$ cat src/rtl/ar_id_guard.sv
// ar_id_guard: AR admission stage that allows one in-flight read per ARID and caps the total outstanding reads.
// The AR is registered toward the reorder buffer, and IDs are freed on completed R beats.
// Optional AR_ID_GUARD_STALL_CNT_EN adds stall_cnt_o, a saturating count of cycles with a blocked valid request.
module ar_id_guard #(
  parameter int ID_WIDTH        = 4,
  parameter int MAX_OUTSTANDING = 16
) (
  input  logic                               clk,
  input  logic                               rst_n,
  input  logic [ID_WIDTH-1:0]                s_arid_i,
  input  logic                               s_arvalid_i,
  output logic                               s_arready_o,
  output logic [ID_WIDTH-1:0]                m_arid_o,
  output logic                               m_arvalid_o,
  input  logic                               m_arready_i,
  input  logic                               r_done_i,
  input  logic [ID_WIDTH-1:0]                r_done_id_i,
`ifdef AR_ID_GUARD_STALL_CNT_EN
  output logic [31:0]                        stall_cnt_o,
`endif
  output logic [$clog2(2**ID_WIDTH+1)-1:0]   busy_cnt_o
);
  localparam int N  = 2**ID_WIDTH;
  localparam int CW = $clog2(N+1);
  typedef enum logic {EMPTY, FULL} state_t;
  state_t              r_state;
  logic                r_arvalid;
  logic [ID_WIDTH-1:0] r_arid;
  logic [N-1:0]        r_busy;
  logic [CW-1:0]       r_cnt;
  logic                w_slot_free;
  logic                w_id_ok;
  logic                w_accept;
  logic                w_free;
  logic [N-1:0]        w_set;
  logic [N-1:0]        w_clr;
  assign w_slot_free = (r_state == EMPTY) || m_arready_i;
  assign w_id_ok     = !r_busy[s_arid_i] && (r_cnt < CW'(MAX_OUTSTANDING));
  assign s_arready_o = w_slot_free && w_id_ok;
  assign w_accept    = s_arvalid_i && s_arready_o;
  assign w_free      = r_done_i && r_busy[r_done_id_i];
  assign m_arvalid_o = r_arvalid;
  assign m_arid_o    = r_arid;
  assign busy_cnt_o  = r_cnt;
  // One-hot set/clear masks for the scoreboard; accept and free never target the same ID
  always_comb begin
    w_set = '0;
    w_clr = '0;
    w_set[s_arid_i]    = w_accept;
    w_clr[r_done_id_i] = w_free;
  end
  // Output register FSM: load on accept, drop on downstream handshake without a new accept
  always_ff @(posedge clk or negedge rst_n) begin
    if (!rst_n) begin
      r_state   <= EMPTY;
      r_arvalid <= 1'b0;
      r_arid    <= '0;
    end else if (w_accept) begin
      r_state   <= FULL;
      r_arvalid <= 1'b1;
      r_arid    <= s_arid_i;
    end else if (m_arready_i) begin
      r_state   <= EMPTY;
      r_arvalid <= 1'b0;
    end
  end
  // Busy scoreboard and population count; no same-cycle bypass of a freed ID
  always_ff @(posedge clk or negedge rst_n) begin
    if (!rst_n) begin
      r_busy <= '0;
      r_cnt  <= '0;
    end else begin
      r_busy <= (r_busy & ~w_clr) | w_set;
      r_cnt  <= r_cnt + CW'(w_accept) - CW'(w_free);
    end
  end
`ifdef AR_ID_GUARD_STALL_CNT_EN
  logic [31:0] r_stall;
  assign stall_cnt_o = r_stall;
  // Saturating count of cycles where a valid request is blocked by its ID or the cap
  always_ff @(posedge clk or negedge rst_n) begin
    if (!rst_n) r_stall <= '0;
    else if (s_arvalid_i && !w_id_ok && r_stall != '1) r_stall <= r_stall + 32'd1;
  end
`endif
endmodule
$ cat config.mk
export PLATFORM = sky130hd
export DESIGN_NAME = ar_id_guard
export DESIGN_NICKNAME = d
export VERILOG_FILES = /design/src/rtl/ar_id_guard.sv
export SDC_FILE = /design/constraint.sdc
export NUM_CORES = 1
export LEC_CHECK = 0
export CORE_MARGIN = 8
export CORE_UTILIZATION = 53
export CTS_CLUSTER_SIZE = 12
export DETAILED_ROUTE_END_ITERATION = 8
export PLACE_DENSITY = 0.9
export SYNTH_ARGS = -nofsm -noshare
export SYNTH_HDL_FRONTEND = slang
export SYNTH_SLANG_ARGS = --single-unit
$ cat constraint.sdc
create_clock -name clk -period 3.5 [get_ports clk]
set_input_delay 0.7 -clock clk [delete_from_list [all_inputs] [get_ports clk]]
set_output_delay 0.7 -clock clk [all_outputs]
set_load 0.02 [all_outputs]
== Word level (Yosys, flattened, before mapping) ==
Index checks and enable logic that the tools add are counted.

* Register bits after elaboration: 26
* Latch bits: 0
* RAM bits: 0
* Bits in read-only memories: 0
* Bits of input ports: 13
* Logic and storage cells: 36
* Memories kept: 0

* Add/sub/neg operators: 2
* Multipliers: 0
* Div/mod/pow operators: 0
* $lt $le $gt $ge: 5
* Equal/unequal tests: 0
* Shifts and indexed selects: 0
* Muxes and demuxes: 10
* Bitwise operators: 6
* Reduce and logical (&&, ||, !) cells: 9

{| class="wikitable"
|+ Operators with widths
! cell !! count
|-
| $and 16x16->16 || 3
|-
| $not 16->16 || 1
|-
| $or 16x16->16 || 1
|-
| $lt 4x5->1 const B || 2
|-
| $bmux 1 s4 || 2
|-
| $demux 1 s4 || 2
|-
| $ge 4x1->1 const B || 2
|-
| $logic_and 1x1->1 || 6
|-
| $mux 1 || 6
|-
| $add 5x1->5 || 1
|-
| $lt 5x5->1 const B || 1
|-
| $sub 5x1->5 || 1
|-
| $reduce_bool 2->1 || 1
|-
| $logic_not 1->1 || 1
|-
| $logic_or 1x1->1 || 1
|-
| $not 1->1 || 1
|}

== Depth between registers and ports, before layout ==
* Depth after elaboration: 8
* Gate-level depth with buffers: 14
* Gate-level depth less buffers: 13

== Worst setup path after synthesis ==
OpenSTA, ideal clock, no wires.

* Path type: input to register
* Start point: in r_done_id_i[0]
* End point: reg r_cnt[4], in the netlist busy_cnt_o[4]
* Data arrival time: 3225 ps
* Path slack: 150 ps
* Cell stages on the path: 13
* Path through: buf_2 > mux4_2 > mux4_2 > and2_1 > ha_1 > inv_1 > ha_1 > inv_1 > fa_1 > inv_1 > a21o_1 > a21oi_1 > xnor2_1

* Word-level cells in the longest chain between the ends: 4

{| class="wikitable"
|+ Ends and longest elaborated chain
! item !! RTL line !! RTL
|-
| start: declaration || 17 || <nowiki>input logic [ID_WIDTH-1:0] r_done_id_i,</nowiki>
|-
| $bmux 1 s4 || 41 || <nowiki>assign w_free = r_done_i && r_busy[r_done_id_i];</nowiki>
|-
| $mux 1 (implied by the code) || 41 ||
|-
| $logic_and 1x1->1 || 41 ||
|-
| $sub 5x1->5 || 74 || <nowiki>r_cnt <= r_cnt + CW'(w_accept) - CW'(w_free);</nowiki>
|-
| end signal: assignment || 74 ||
|-
| end: declaration || 30 || <nowiki>logic [CW-1:0] r_cnt;</nowiki>
|}

No other way between the ends. The select of a mux whose other input is x is not followed.
A chain may end at the register's enable or synchronous reset.

== Worst setup path after layout ==
* Start point: in s_arid_i[3]
* End point: reg r_cnt[4], in the netlist busy_cnt_o[4]

* Word-level cells in the longest chain between the ends: 8

{| class="wikitable"
|+ Ends and longest elaborated chain
! item !! RTL line !! RTL
|-
| start: declaration || 10 || <nowiki>input logic [ID_WIDTH-1:0] s_arid_i,</nowiki>
|-
| $bmux 1 s4 || 38 || <nowiki>assign w_id_ok = !r_busy[s_arid_i] && (r_cnt < CW'(MAX_OUTSTANDING));</nowiki>
|-
| $mux 1 (implied by the code) || 38 ||
|-
| $logic_not 1->1 || 38 ||
|-
| $logic_and 1x1->1 || 38 ||
|-
| $logic_and 1x1->1 || 39 || <nowiki>assign s_arready_o = w_slot_free && w_id_ok;</nowiki>
|-
| $logic_and 1x1->1 || 40 || <nowiki>assign w_accept = s_arvalid_i && s_arready_o;</nowiki>
|-
| $add 5x1->5 || 74 ||
|-
| $sub 5x1->5 || 74 ||
|}

No other way between the ends. The select of a mux whose other input is x is not followed.

==> reports/results.ini <==
[floorplan]
ios=24
fp.dieH_um=70.2
coreArea_um2=2780
start_util_pct=55.9
die_x_um=70.2
fp.dieArea_um2=4920
row_count=19

[pwr]
p_per_area_nw_per_um2=811
p_leak_nw=0.893
ir_worst_vdd_v=0.000649

[logic_synthesis]
ys_seq_area_share_pct=41.9
synth_edf_count=0
yosysTopAreaCell=dfrtp_1
synth_top_family_by_area=simple AND/OR/NAND/NOR gates
synthTopCellsByCount=nand2_1 (37), dfrtp_1 (26), inv_1 (13), o21ai_0 (13), mux4_2 (6)
synth_flop_cell=dfrtp_1
ys_seq_elements=26
synthMuxAreaShare_pct=16.7
syn_area_um2=1550
synth.top_cell.area_share_pct=41.9
synth_cell_types=32
yosys.area_share.simple_pct=18.1
yosys_warnings=0
yosys.area_share.adder_pct=5.31
async_flop_share_pct=100
synth_compound_area_share_pct=11.0
synth-xor-area-share_pct=2.25
synth_cells=155
synth_most_common_cell=nand2_1
ys_top_cells_by_area=dfrtp_1 (42%), nand2_1 (8.9%), mux4_2 (8.7%), o21ai_0 (4.2%), ha_1 (4.0%)
syn_nets=174
syn-mean-instance-area_um2=10.0

[routing]
vias=1327
drt_iter0_drc=61
remaining_drc_errors=0
avgRoutedWirePerCell_um=17.6
drt_first_pass_iters=4
wl_mm=3.87
drtAntennaViolNets=0
viasPerCell=6.03

[timing]
worst_pin_slew_ns=0.628
min_period_ns=3.40
relSlewSlack_pct=58.0
rsz0062_at_grt=no
finalClockSkew_ns=0.0144
fin_hold_ws_ns=0.525
hold_violations=0
finalSetupViolCount=0
drv_slew=0
finalCritPeriodShare_pct=97.0
timing.fmax_mhz=294

[clock_network]
numCtsBuffers=3
insertion_delay_ns=0.32
cts_buffer_depth=2
cts_root_buffer=clkbuf_4
cts_num_sinks=26
cts_tree=done
htree_num_levels=1
clk_pin_slew_ns=0.14

[worst_setup_path]
worst_setup_path_end_kind=flop
reg2reg_to=busy_cnt_o[4]
crit_required_ns=3.75
reg2regPathDepth=12
rrSetupSlack_ns=0.50
cp-start-kind=input port
worstSetupPathType=in -> reg
critPathCapture=busy_cnt_o[4]
reg2reg_from=r_busy[11]
crit_path_start=s_arid_i[3]
cp.arrival_ns=3.64
critPathMaxFanout=10

[global_routing]
grt_pass1_wl_mm=6.71
grt_pass1_vias=1436
overflow=0
grt_usage_pct=16.3
antenna_found_initial=0
grt_max_degree=27

[final_layout]
finalInstanceArea_um2=1930
layout.nets=210
area_growth_pct=24.5
drive_gt1_share_pct=19.0
stdcell_count=220
antenna_cells=0

[placement]
place.gp.congestion=0.924
place_hpwl_mm=3.01
dpl_cell_area_um2=1870
dp_cells=214
portBuffers=23

[job]
maxCapViolCount=0

[hold_path]
hp-class=reg -> reg

[status]
status=finished, final reports clean

area by class of cell:
cell class,count,area [um^2]
Fill cell,233,847
Multi-Input combinational cell,111,840
Sequential cell,26,651
Timing Repair Buffer,36,334
Inverter,13,48.8
Tap cell,31,38.8
Clock buffer,3,22.5
per-layer routing:
| layer | global-route usage, % | wire (um) | vias up |
|---|---|---|---|
| met3 | 4.38 | 290 | 19 |
| met1 | 18.6 | 1540 | 640 |
| met5 | 0 | 0 | - |
| li1 | - | - | 608 |
| met2 | 27.3 | 1890 | 60 |
| met4 | 8.04 | 149 | 0 |
per-stage QoR:
step	util [%]	total power (W)	setup TNS [ns]	worst slack, ns
after CTS	69.1	0.00156	0	0.0450
final	69.5	0.00157	0	0.104
after detailed placement	67.3	0.00140	-1.20	-0.475
after global routing	69.5	0.00167	0	0.000735
after floorplan	-	0.00107	0	0.150
after global placement	67.3	0.00134	-0.819	-0.329
worst min path at each step:
stage | cells past startpoint | start | to | slack [ns]
2_1_floorplan | 0 | rst_n | busy_cnt_o[0] | 0.40
3_3_place_gp | 2 | r_busy[10] | r_busy[10] | 0.49
3_5_place_dp | 2 | r_busy[2] | r_busy[2] | 0.49
4_1_cts | 1 | m_arid_o[0] | m_arid_o[0] | 0.53
5_1_grt | 1 | m_arid_o[2] | m_arid_o[2] | 0.55
6_report | 1 | m_arid_o[0] | m_arid_o[0] | 0.53
state kept, by name, summed over array words and instances (netlist names):
signal / cells
busy_cnt_o: 5
m_arid_o: 4
r_busy: 16
m_arvalid_o: 1
power by group:
group          internal [W]  switching (W)
Clock             0.0000403      0.0000828
Sequential         0.000453       0.000124
Combinational      0.000467       0.000401
cell usage in the layout (no fill, tap or decap), types with 2 or more instances in the layout:
master and count:
o21ai_0 13, nor2_1 3, inv_1 11, buf_4 11
clkdlybuf4s50_1 19, nand2b_1 3, mux2i_1 3, mux2_2 3
buf_6 2, mux2_4 4, dfrtp_1 26, a32o_1 4
clkbuf_4 3, and4_1 2, nor3b_1 3, inv_2 2
nand2_1 37, and3b_1 3, nand3_1 2, mux4_2 6
and3_1 2, a21oi_1 2, ha_1 4, a21o_1 2
xnor2_1 4, dlygate4sd2_1 3
cell families after synthesis:
group / Yosys count
multiplexers: 16
buffers and inverters: 18
AND/OR/NAND/NOR: 59
AO/OA/AOI/OAI: 26
adder cells (fa/ha/maj): 6
flip-flops: 26
XOR/XNOR: 4
worst max-delay path: stages:
cell and delay (ns):
clkdlybuf4s50_1 0.47, buf_6 0.17, and3b_1 0.16, a222oi_1 0.36, and4_1 0.29, nand2_2 0.07, ha_1 0.29, inv_1 0.06
ha_2 0.18, inv_2 0.05, fa_2 0.37, inv_2 0.06, a21o_1 0.14, a21oi_2 0.08, xnor2_1 0.19
repair_timing:
action / 4_1_cts / 5_1_grt
gates resized for setup: 10 / 2
endpoints found under the setup margin: 2 / 2
hold buffers: 0 / 0
cloned: 0 / 0
buffers inserted: 2 / 1
pin swaps: 5 / 2
Power figures use the tool's default switching activity.
